**config.mk**
```make
export PLATFORM = sky130hd
export DESIGN_NAME = fpu_addsub_param
export DESIGN_NICKNAME = d
export VERILOG_FILES = /design/src/rtl/fpu_pkg.sv /design/src/rtl/fpu_rounder.sv /design/src/rtl/fpu_addsub_param.sv
export SDC_FILE = /design/constraint.sdc
export NUM_CORES = 1
export LEC_CHECK = 0
export CAP_MARGIN = 20
export CORE_ASPECT_RATIO = 0.9
export CORE_MARGIN = 4
export CORE_UTILIZATION = 25
export CTS_CLUSTER_SIZE = 40
export DETAILED_ROUTE_END_ITERATION = 12
export GPL_ROUTABILITY_DRIVEN = 0
export PLACE_DENSITY = 0.52
export SYNTH_ARGS = -nofsm -noshare
export SYNTH_HDL_FRONTEND = slang
export SYNTH_SLANG_ARGS = --single-unit
```
**constraint.sdc**
```tcl
create_clock -name clock_100KHz -period 7.8 [get_ports clock_100KHz]
set_input_delay 1.56 -clock clock_100KHz [delete_from_list [all_inputs] [get_ports clock_100KHz]]
set_output_delay 1.56 -clock clock_100KHz [all_outputs]
set_load 0.005 [all_outputs]
```
**src/rtl/fpu_pkg.sv**
```systemverilog
// +--------------------------------------------------------------------------+
// | fpu_pkg: shared types, status bit indices and field helpers for the FPU  |
// | Rev 1.0  - initial release                                               |
// +--------------------------------------------------------------------------+
`default_nettype none

package fpu_pkg;

  typedef enum logic [2:0] {
    S_IDLE   = 3'd0,
    S_UNPACK = 3'd1,
    S_ALIGN  = 3'd2,
    S_ADD    = 3'd3,
    S_NORM   = 3'd4,
    S_ROUND  = 3'd5,
    S_DONE   = 3'd6
  } fpu_state_t;

  localparam int ST_EXACT   = 0;
  localparam int ST_OVF     = 1;
  localparam int ST_UNF     = 2;
  localparam int ST_INEXACT = 3;

  function automatic int bias(input int exp_w);
    return (1 << (exp_w - 1)) - 1;
  endfunction

  // Words are passed zero-extended to 64 bits so one helper serves any width.
  function automatic logic is_zero(input logic [63:0] word, input int exp_w, input int man_w);
    logic [63:0] mask;
    mask = (64'd1 << exp_w) - 64'd1;
    return ((word >> man_w) & mask) == 64'd0;
  endfunction

  function automatic logic is_inf(input logic [63:0] word, input int exp_w, input int man_w);
    logic [63:0] mask;
    mask = (64'd1 << exp_w) - 64'd1;
    return ((word >> man_w) & mask) == mask;
  endfunction

endpackage

`default_nettype wire

```
**src/rtl/fpu_rounder.sv**
```systemverilog
// +--------------------------------------------------------------------------+
// | fpu_rounder: fraction + G/R/S -> rounded fraction, carry and inexact.    |
// | FPU_ROUND_NEAREST_EN selects round-to-nearest-even, else truncation.     |
// | Rev 1.0  - initial release                                               |
// +--------------------------------------------------------------------------+
`default_nettype none

module fpu_rounder #(
  parameter int MAN_W = 21
) (
  input  logic [MAN_W-1:0] frac_i,
  input  logic             g_i,
  input  logic             r_i,
  input  logic             s_i,
  output logic [MAN_W-1:0] frac_o,
  output logic             carry_o,
  output logic             inexact_o
);

  logic round_up;

`ifdef FPU_ROUND_NEAREST_EN
  assign round_up = g_i & (r_i | s_i | frac_i[0]);
`else
  assign round_up = 1'b0;
`endif

  // A carry out of the fraction means the mantissa became 10.000..: caller bumps exp.
  assign {carry_o, frac_o} = {1'b0, frac_i} + {{MAN_W{1'b0}}, round_up};
  assign inexact_o = g_i | r_i | s_i;

endmodule

`default_nettype wire

```
**src/rtl/fpu_addsub_param.sv**
```systemverilog
// +--------------------------------------------------------------------------+
// | fpu_addsub_param: parametrised multicycle FP adder/subtractor with       |
// | valid/ready handshakes; rounding mode via FPU_ROUND_NEAREST_EN.          |
// | Rev 1.0  - initial release                                               |
// +--------------------------------------------------------------------------+
`default_nettype none

module fpu_addsub_param
  import fpu_pkg::*;
#(
  parameter  int EXP_W = 10,
  parameter  int MAN_W = 21,
  localparam int W     = 1 + EXP_W + MAN_W
) (
  input  logic         clock_100KHz,
  input  logic         reset,
  input  logic         valid_in,
  output logic         ready_out,
  input  logic         op_sub_in,
  input  logic [W-1:0] op_A_in,
  input  logic [W-1:0] op_B_in,
  output logic         valid_out,
  input  logic         ready_in,
  output logic [W-1:0] data_out,
  output logic [3:0]   status_out
);

  // Working mantissa: {carry, hidden, fraction, G, R, S}
  localparam int MW = MAN_W + 4;
  localparam int XW = EXP_W + 2;
  localparam logic [EXP_W-1:0] EXP_ONES = '1;
  localparam logic [EXP_W-1:0] COLLAPSE = EXP_W'(MAN_W + 3);

  fpu_state_t state_q, state_d;
  logic [W-1:0]          a_q, a_d, b_q, b_d, res_q, res_d;
  logic [3:0]            st_q, st_d;
  logic                  sign_q, sign_d, esub_q, esub_d;
  logic signed [XW-1:0]  exp_q, exp_d;
  logic [EXP_W-1:0]      diff_q, diff_d;
  logic [MW:0]           xm_q, xm_d, ym_q, ym_d;

  logic                  a_s, b_s, a_ge_b, a_inf, b_inf, a_zero, b_zero;
  logic [W-1:0]          x_w, y_w;
  logic [MW:0]           sum;
  logic [MAN_W-1:0]      rnd_frac;
  logic                  rnd_carry, rnd_inexact;
  logic signed [XW-1:0]  exp_r;

  assign a_s    = a_q[W-1];
  assign b_s    = b_q[W-1];
  assign a_ge_b = a_q[W-2:0] >= b_q[W-2:0];
  assign x_w    = a_ge_b ? a_q : b_q;
  assign y_w    = a_ge_b ? b_q : a_q;
  assign a_inf  = is_inf(64'(a_q), EXP_W, MAN_W);
  assign b_inf  = is_inf(64'(b_q), EXP_W, MAN_W);
  assign a_zero = is_zero(64'(a_q), EXP_W, MAN_W);
  assign b_zero = is_zero(64'(b_q), EXP_W, MAN_W);
  assign sum    = esub_q ? (xm_q - ym_q) : (xm_q + ym_q);
  assign exp_r  = exp_q + $signed({{(XW-1){1'b0}}, rnd_carry});

  fpu_rounder #(.MAN_W(MAN_W)) u_rounder (
    .frac_i    (xm_q[MW-2:3]),
    .g_i       (xm_q[2]),
    .r_i       (xm_q[1]),
    .s_i       (xm_q[0]),
    .frac_o    (rnd_frac),
    .carry_o   (rnd_carry),
    .inexact_o (rnd_inexact)
  );

  always_ff @(posedge clock_100KHz or negedge reset) begin
    if (!reset) begin
      state_q <= S_IDLE;
      a_q     <= '0;
      b_q     <= '0;
      res_q   <= '0;
      st_q    <= '0;
      sign_q  <= 1'b0;
      esub_q  <= 1'b0;
      exp_q   <= '0;
      diff_q  <= '0;
      xm_q    <= '0;
      ym_q    <= '0;
    end else begin
      state_q <= state_d;
      a_q     <= a_d;
      b_q     <= b_d;
      res_q   <= res_d;
      st_q    <= st_d;
      sign_q  <= sign_d;
      esub_q  <= esub_d;
      exp_q   <= exp_d;
      diff_q  <= diff_d;
      xm_q    <= xm_d;
      ym_q    <= ym_d;
    end
  end

  always_comb begin
    state_d = state_q;
    a_d     = a_q;
    b_d     = b_q;
    res_d   = res_q;
    st_d    = st_q;
    sign_d  = sign_q;
    esub_d  = esub_q;
    exp_d   = exp_q;
    diff_d  = diff_q;
    xm_d    = xm_q;
    ym_d    = ym_q;
    case (state_q)
      S_IDLE: begin
        if (valid_in) begin
          a_d     = op_A_in;
          b_d     = {op_B_in[W-1] ^ op_sub_in, op_B_in[W-2:0]};
          state_d = S_UNPACK;
        end
      end
      S_UNPACK: begin
        state_d = S_DONE;
        if (a_inf && b_inf && (a_s != b_s)) begin
          res_d = {1'b0, EXP_ONES, 1'b1, {(MAN_W-1){1'b0}}};
          st_d  = 4'b1010;
        end else if (a_inf) begin
          res_d = {a_s, EXP_ONES, {MAN_W{1'b0}}};
          st_d  = 4'b0010;
        end else if (b_inf) begin
          res_d = {b_s, EXP_ONES, {MAN_W{1'b0}}};
          st_d  = 4'b0010;
        end else if (a_zero) begin
          res_d = b_q;
          st_d  = 4'b0001;
        end else if (b_zero) begin
          res_d = a_q;
          st_d  = 4'b0001;
        end else begin
          sign_d  = x_w[W-1];
          esub_d  = a_s ^ b_s;
          exp_d   = $signed({2'b00, x_w[W-2:MAN_W]});
          diff_d  = x_w[W-2:MAN_W] - y_w[W-2:MAN_W];
          xm_d    = {2'b01, x_w[MAN_W-1:0], 3'b000};
          ym_d    = {2'b01, y_w[MAN_W-1:0], 3'b000};
          state_d = S_ALIGN;
        end
      end
      S_ALIGN: begin
        if (diff_q == '0) begin
          state_d = S_ADD;
        end else if (diff_q > COLLAPSE) begin
          ym_d    = {{MW{1'b0}}, 1'b1};
          diff_d  = '0;
          state_d = S_ADD;
        end else begin
          ym_d   = {1'b0, ym_q[MW:2], ym_q[1] | ym_q[0]};
          diff_d = diff_q - 1'b1;
          if (diff_q == 1) state_d = S_ADD;
        end
      end
      S_ADD: begin
        if (sum == '0) begin
          res_d   = '0;
          st_d    = 4'b0001;
          state_d = S_DONE;
        end else begin
          xm_d    = sum;
          state_d = S_NORM;
        end
      end
      S_NORM: begin
        if (xm_q[MW]) begin
          xm_d    = {1'b0, xm_q[MW:2], xm_q[1] | xm_q[0]};
          exp_d   = exp_q + 1;
          state_d = S_ROUND;
        end else if (!xm_q[MW-1]) begin
          xm_d  = xm_q << 1;
          exp_d = exp_q - 1;
        end else begin
          state_d = S_ROUND;
        end
      end
      S_ROUND: begin
        state_d = S_DONE;
        if (exp_r >= $signed({2'b00, EXP_ONES})) begin
          res_d = {sign_q, EXP_ONES, {MAN_W{1'b0}}};
          st_d  = 4'b1010;
        end else if (exp_r <= $signed({XW{1'b0}})) begin
          res_d = '0;
          st_d  = 4'b1100;
        end else begin
          res_d = {sign_q, exp_r[EXP_W-1:0], rnd_frac};
          st_d  = rnd_inexact ? 4'b1000 : 4'b0001;
        end
      end
      S_DONE: begin
        if (ready_in) state_d = S_IDLE;
      end
      default: state_d = S_IDLE;
    endcase
  end

  assign ready_out  = (state_q == S_IDLE);
  assign valid_out  = (state_q == S_DONE);
  assign data_out   = res_q;
  assign status_out = st_q;

endmodule

`default_nettype wire
```
## After elaboration in Yosys (flattened, before gate mapping)

Cells that the tools add are included.
W data, S select, Z words.

| cells by class | value |
|---|---|
| add/subtract/negate cells | 6 |
| multiply operators | 0 |
| div/mod/pow operators | 0 |
| $lt $le $gt $ge | 4 |
| equal/unequal tests | 24 |
| shift-type cells | 0 |
| multiplexer cells | 69 |
| bitwise logic cells | 11 |
| reductions and logical operators | 19 |

Operator list:

| cell | count |
|---|---|
| $mux W26 | 13 |
| $mux W32 | 9 |
| $logic_not A64 Y1 | 2 |
| $pmux W32 S3 | 1 |
| $mux W12 | 7 |
| $pmux W26 S3 | 1 |
| $mux W25 | 3 |
| $mux W10 | 7 |
| $pmux W26 S2 | 1 |
| $mux W3 | 12 |
| $mux W4 | 9 |
| $ge A31 B31 Y1 | 1 |
| $mux W31 | 1 |
| $add A26 B26 Y26 | 1 |
| $logic_not A26 Y1 | 1 |
| $sub A26 B26 Y26 | 1 |
| $pmux W12 S2 | 1 |
| $pmux W3 S7 | 1 |
| $reduce_and A7 Y1 | 3 |
| $eq A10 B10 Y1 const B | 2 |
| $pmux W10 S2 | 1 |
| $ne A2 B2 Y1 const B | 9 |
| $add A12 B2 Y12 const B | 1 |
| $ge A12 B11 Y1 const B | 1 |
| other kinds (29) | 44 |

| storage, ports and cells | value |
|---|---|
| register bits after elaboration | 179 |
| latch bits | 0 |
| memory bits (writable) | 0 |
| memory bits (read-only) | 0 |
| output and inout bits | 38 |
| word-level logic and storage cells | 145 |
| memories kept | 0 |

## Depth between registers and ports, before layout

Gate-level depths: netlist of the first run.

| depth | value |
|---|---|
| depth in word-level cells | 9 |
| gate-level depth with buffers | 23 |

## Cells and area by module

Synthesis of the first run repeated with hierarchy kept, for this count alone.

| unflattened totals | value |
|---|---|
| cell total of the unflattened synthesis | 1,489 |
| area total of the unflattened synthesis | 13,115.1 µm² |

By module, submodules not included:

| module | instances | cells an instance | area an instance (µm²) | seq. area each (µm²) |
|---|---|---|---|---|
| fpu_addsub_param | 1 | 1,465 | 12,939.9 | 4,454.3 |
| fpu_rounder | 1 | 24 | 175.2 | 0.0 |

## Least setup slack after synthesis of the first run

No wires, ideal clock.

| timing path | value |
|---|---|
| kind | register -> register |
| start | reg ym_q[4] |
| end | reg res_q[10] (netlist: data_out[10]) |
| library setup time | 0.125 ns |
| arrival | 4.480 ns |
| data required time | 7.675 ns |
| setup slack | 3.195 ns |
| cell stages (with the launch flop) | 22 |
| path buffers | 3 |
| clock period less this slack | 4.605 ns |
| cells stage by stage | dfrtp_1 nor4_1 and2_1 and2_1 nand2_1 nor3_1 a21oi_1 xnor2_1 ha_1 clkbuf_1 and4_1 and2_0 a221oi_1 o21a_1 o211ai_1 a21o_1 a211oi_2 nand2_1 o32a_1 buf_6 buf_6 mux2_4 |

| between the ends | value |
|---|---|
| word-level cells in the longest chain between the ends | 5 |
| elaborated cells between the ends (all ways) | 6 |
| those cells by class | add/sub (2); eq/ne (1); mux (1); reduce/logical (2) |

RTL lines:

| what | line | source |
|---|---|---|
| start, declared | fpu_addsub_param.sv:40 | `logic [MW:0] xm_q, xm_d, ym_q, ym_d;` |
| start signal, assigned | fpu_addsub_param.sv:95 | `ym_q <= ym_d;` |
| $add A26 B26 Y26 or $sub A26 B26 Y26 (tied branches) | fpu_addsub_param.sv:58 | `assign sum = esub_q ? (xm_q - ym_q) : (xm_q + ym_q);` |
| $mux W26 * | fpu_addsub_param.sv:58 |  |
| $logic_not A26 Y1 * | fpu_addsub_param.sv:160 | `if (sum == '0) begin` |
| $ne A2 B2 Y1 (no line) * | n/a |  |
| $reduce_and A3 Y1 (no line) * | n/a |  |
| end signal, assigned | fpu_addsub_param.sv:88 | `res_q <= res_d;` |
| end, declared | fpu_addsub_param.sv:35 | `logic [W-1:0] a_q, a_d, b_q, b_d, res_q, res_d;` |

Mark *: on every way between the ends. The rest lies on a longest branch, timed or not.
A chain may end at the register's enable or synchronous reset.

## Worst setup path after layout of the first run

| timing path | value |
|---|---|
| start | reg ym_q[4] |
| end | reg res_q[31] (netlist: data_out[31]) |

Same word-level chain as after synthesis.

==> results of run 1 <==
-- area by class of cell --
class                      instances  area, µm²
multi-input combinational       1223       8270
tap                              697        872
clock buffer                      20        457
sequential                       178       4450
fill                            5653      37300
inverter                          85        319
clock inverter                    11        179
timing repair buffer             130       1240
-- cells by family after synthesis --
group / Yosys count / synth area share
AO/OA/AOI/OAI: 477 / 0.229
XOR/XNOR: 50 / 0.0327
adder cells (fa/ha/maj): 73 / 0.0693
buffers and inverters: 177 / 0.0531
flip-flops: 178 / 0.333
multiplexers: 138 / 0.114
AND/OR/NAND/NOR: 485 / 0.169
-- state kept, by name, indices dropped and copies added (netlist names) --
signal and count:
data_out 32, xm_q 26, esub_q 1, status_out 4
b_q 32, exp_q 12, sign_q 1, state_q 3
a_q 32, diff_q 10, ym_q 25
-- per-stage QoR --
stage | hold WS, ns | cell area, µm² | utilization
finish | 0.490 | 15800 | 0.298
CTS | 0.497 | 15800 | 0.298
floorplan | 0.456 | 13400 | -
global route | 0.527 | 15800 | 0.298
detailed placement | 0.481 | 15200 | 0.286
global placement | 0.475 | 15200 | 0.286
-- worst paths after layout --
path / to / slack [ns] / cells after the start
worst max register to register: data_out[31] / 2.13 / 18
worst min-delay path: diff_q[5] / 0.49 / 1
max in group asynchronous: data_out[17] / 5.42 / 2
min in group asynchronous: a_q[28] / 1.10 / 1
worst max-delay path: data_out[31] / 2.13 / 18
worst min register to register: diff_q[5] / 0.49 / 1
-- layout by cell type, fill, tap and decap left out, drive strengths merged, types with 6 or more instances in the layout --
cell type	count
xor2	10
mux2	67
a31oi	17
a21oi	134
nor2	124
a222oi	11
o221ai	7
nor3	52
nand2b	12
o21ai	132
nand3	19
nor2b	15
ha	71
and3	14
and4	7
clkdlybuf4s50	105
a221o	6
a21boi	8
clkinv	6
buf	24
a2bb2oi	7
a211oi	20
nand4	21
a21o	20
clkbuf	21
mux2i	71
nand2	167
xnor2	40
and2	10
o211ai	17
inv	85
or3	11
o21a	28
nor4	14
o21bai	10
dfrtp	178
a221oi	15
-- metal layers --
layer  global-route usage  vias up  part of all wire
li1                     -     5856                 -
met1                0.227     5957              0.48
met2                0.235      414              0.43
met3               0.0273       78             0.058
met4               0.0507        0             0.030
met5                    0        -                 0
==> impl_metrics.toml, run 1 <==
[status]
outcome = "completed"

[clocking]
cts_tree = "yes"
clock_latency_ns = 0.47
cts.sinks = 178
clockBufferDepth = 2
cts_setup_buffers = 0
holdBufCountCts = 0
path_clk_slew_ns = 0.07
ctsResizeCount = 0
root_buffer = "clkbuf_16"
htreeDepth = 4
numCtsBuffers = 17

[setup_path]
slowest_delay_ns = 0.61
critical_path_buf_inv_count = 1
critPathRequiredTime_ns = 8.14
cp_cell_sequence = "nor4_1 -> and2_1 -> and2_1 -> nand2_1 -> nor3_1 -> a21oi_1 -> xnor2_1 -> ha_1 -> a21oi_1 -> o221ai_1 -> a21o_1 -> or4_1 -> nor4_1 -> and4_1 -> nand2_1 -> o32a_2 -> buf_4 -> mux2_4"
crit_slowest_cell = "o32a_2"
path_max_fanout = 22
cp-start-kind = "flip-flop"
cpLargestDelayFamily = "simple AND/OR/NAND/NOR gates"
rr_startpoint = "ym_q[4]"
cp-startpoint = "ym_q[4]"
end_kind = "flip-flop"
critical_path_class = "flip-flop to flip-flop"
arrival_ns = 6.01

[place]
io_buffers = 106
dpl.hpwl_mm = 34.9
place_inst = 2312
dp_slack_ns = 2.22

[detailed_routing]
drt-vias-per-instance = 5.25
num_vias = 12300
first_pass_iters = 6
post_drt_wl_per_cell_um = 19.3
drtAntennaViolNets = 0
drtIter0Drc = 989
drc = 0
drt_wl_total_mm = 45.3

[timing]
fmax_mhz = 176
final_max_slew_viol_count = 0
setup_ws_ns = 2.13
fin_crit_ns = 5.67
finClkSkew_ns = 0.0213
setup_tns_ns = 0
worst_pin_slew_ns = 0.948
period_share = 0.727
max_slew_margin = 0.366
rsz0062_at_grt = "false"
hold_violations = 0
setup_viol = 0

[yosys]
ys_top_cells_by_count = "dfrtp_1 (178), nand2_1 (167), a21oi_1 (133)"
yosysMostFrequentCell = "dfrtp_1"
syn_area_um2 = 13400
yosysTopAreaCellShare = 0.333
yosys.area.top_type = "dfrtp_1"
avgSynthCellArea_um2 = 8.49
synth_cell_types = 78
synth-seq-cells = 178
syn-num-nets = 1720
synthCells = 1578
synthFlopType = "dfrtp_1"
synth_area_leaders = "dfrtp_1 (33%), ha_1 (6.6%), mux2i_1 (5.3%)"
ys_seq_area_frac = 0.333
synth_edf_count = 0
async_flop_share = 1.00
synth_warnings = 0

[die]
die_x_um = 252
fp.dieArea_um2 = 57300
core_um2 = 53100
start_util = 0.252
io_pins = 107
fp-row-count = 80
die_h_um = 228

[worst_hold_path]
hp-start = "diff_q[5]"
hold_class = "flip-flop to flip-flop"

[global_routing]
antenna_found_initial = 0
grt_pass1_wl_mm = 70.3
grt_max_degree = 73
grt_usage = 0.156
grt_pass1_vias = 12000
overflow = 0

[final_layout]
nets = 1777
layout-drive-gt1-share = 0.0868
diodes = 0
instances_no_fill = 2344
syn_to_final_growth_pct = 18.0

[run]
drv_cap = 0
Power of run 1 is not shown: default switching activity piles up to over one toggle a cycle in this logic, so the estimate is an artifact.
==> inputs of run 2 (changes only) <==
Clock period 7.8 ns to 5.6 ns, I/O delays scaled along.
==> run 2 against run 1 <==
  * Count of clock-buffer cells in the layout did not move
  * Setup slack got worse by 1.7 ns
  * Sequential share of layout area barely moved
  * Final cell count rose by 0.21%
  * Cell area barely moved
  * Wire length rose by 1.0%
  * Clock skew fell by 0.0094 ns
  * Global-route usage rose by 0.15 points
  * Die area did not move
==> impl_metrics.toml, run 2 (same netlist as run 1, synthesis figures left out) <==
[final_layout]
nets = 1781
layout-drive-gt1-share = 0.0908
syn_to_final_growth_pct = 18.1
fin_area_um2 = 15800
layout_common_cells = "dfrtp_1 (178), nand2_1 (167), a21oi_1 (131)"
diodes = 0
final_common_cell = "dfrtp_1"

[setup_path]
rr_worst_depth = 19
cp-start-kind = "flip-flop"
arrival_ns = 5.51
crit_cells = 19
critical_path_buf_inv_count = 1
end_kind = "flip-flop"
crit_slowest_cell = "or4_1"
cp_cell_sequence = "nor3_1 -> nand2b_1 -> nor3_1 -> and2_1 -> nand2_1 -> nor3_2 -> a21oi_1 -> xnor2_1 -> ha_1 -> a21oi_2 -> o221ai_1 -> a21o_1 -> or4_1 -> nor4_1 -> and4_1 -> nand2_1 -> o32a_2 -> buf_4 -> mux2_4"
r2r_end = "data_out[31]"
critical_path_class = "flip-flop to flip-flop"
rr_startpoint = "ym_q[8]"
slowest_delay_ns = 0.50
path_max_fanout = 22
cpLargestDelayFamily = "simple AND/OR/NAND/NOR gates"
reg2reg_setup_slack_ns = 0.42
critPathRequiredTime_ns = 5.93

[timing]
period_share = 0.925
max_slew_margin = 0.351
final_max_slew_viol_count = 0
hold_violations = 0
setup_viol = 0
fin_crit_ns = 5.18
rsz0062_at_grt = "false"
setup_tns_ns = 0
fmax_mhz = 193
worst_pin_slew_ns = 0.973
finClkSkew_ns = 0.0120

[run]
drv_cap = 0

[worst_hold_path]
hp-start = "status_out[2]"
hold_class = "flip-flop to flip-flop"
holdPathEnd = "status_out[2]"
min_path_cells = 1

[global_routing]
overflow = 0
grt_pass1_wl_mm = 71.5
grt_usage = 0.157
grt_max_degree = 111
antenna_found_initial = 0
grt_pass1_vias = 11900

[clocking]
htreeDepth = 4
cts_setup_buffers = 0
clockBufferDepth = 2
numCtsBuffers = 17
path_clk_slew_ns = 0.07
cts.sinks = 178
cts_tree = "yes"
root_buffer = "clkbuf_16"
ctsResizeCount = 0
clock_latency_ns = 0.45
holdBufCountCts = 0

[detailed_routing]
num_vias = 12300
drtIter0Drc = 995
drt-vias-per-instance = 5.25
drc = 0
first_pass_iters = 8
drtAntennaViolNets = 0
drt_wl_total_mm = 45.8
post_drt_wl_per_cell_um = 19.5

[die]
die_x_um = 252
start_util = 0.252
die_h_um = 228
fp-row-count = 80
io_pins = 107
fp.dieArea_um2 = 57300
core_um2 = 53100

[status]
outcome = "completed"

[place]
placed_cell_area_um2 = 15200
io_buffers = 106
dpl.hpwl_mm = 35.1
[run 2: changes by cell type in the layout (fill, tap and decap cells not counted), sizes merged]
| cell | change |
|---|---|
| bufinv | -2 |
| inv | +1 |
| clkinv | +1 |
| clkinvlp | +1 |
| buf | +4 |
[run 2: final cells by class]
cell class	count	area (µm²)
clock buffers	20	457
well taps	697	872
clock inverters	12	130
flip-flops and latches	178	4450
multi-input cells	1223	8280
fillers	5634	37200
inverters	85	319
repair buffers	134	1300
[run 2: how the worst max path moves through the flow]
stage | start | end
2_1_floorplan | ym_q[4] | data_out[10]
3_3_place_gp | ym_q[4] | data_out[31]
3_5_place_dp | ym_q[4] | data_out[31]
4_1_cts | ym_q[4] | data_out[31]
5_1_grt | ym_q[7] | data_out[31]
6_report | ym_q[8] | data_out[31]
[run 2: layer usage]
metal / share of wire / up-vias / global-route usage / routed length (µm)
met3: 0.060 / 58 / 0.0252 / 2760
met4: 0.023 / 0 / 0.0448 / 1040
met5: 0 / - / 0 / 0
li1: - / 5857 / - / -
met2: 0.43 / 454 / 0.239 / 19800
met1: 0.48 / 5952 / 0.231 / 22200
[run 2: through the flow]
step / hold WS [ns] / std cells / util / setup slack, ns
after floorplan: 0.456 / 1578 / - / 0.995
after global placement: 0.475 / 2315 / 0.287 / 0.443
after detailed placement: 0.488 / 2316 / 0.287 / 0.278
after CTS: 0.504 / 2348 / 0.298 / 0.232
after global routing: 0.524 / 2349 / 0.298 / 0.0446
final: 0.500 / 2349 / 0.298 / 0.421
Power of run 2 is left out for the same reason.
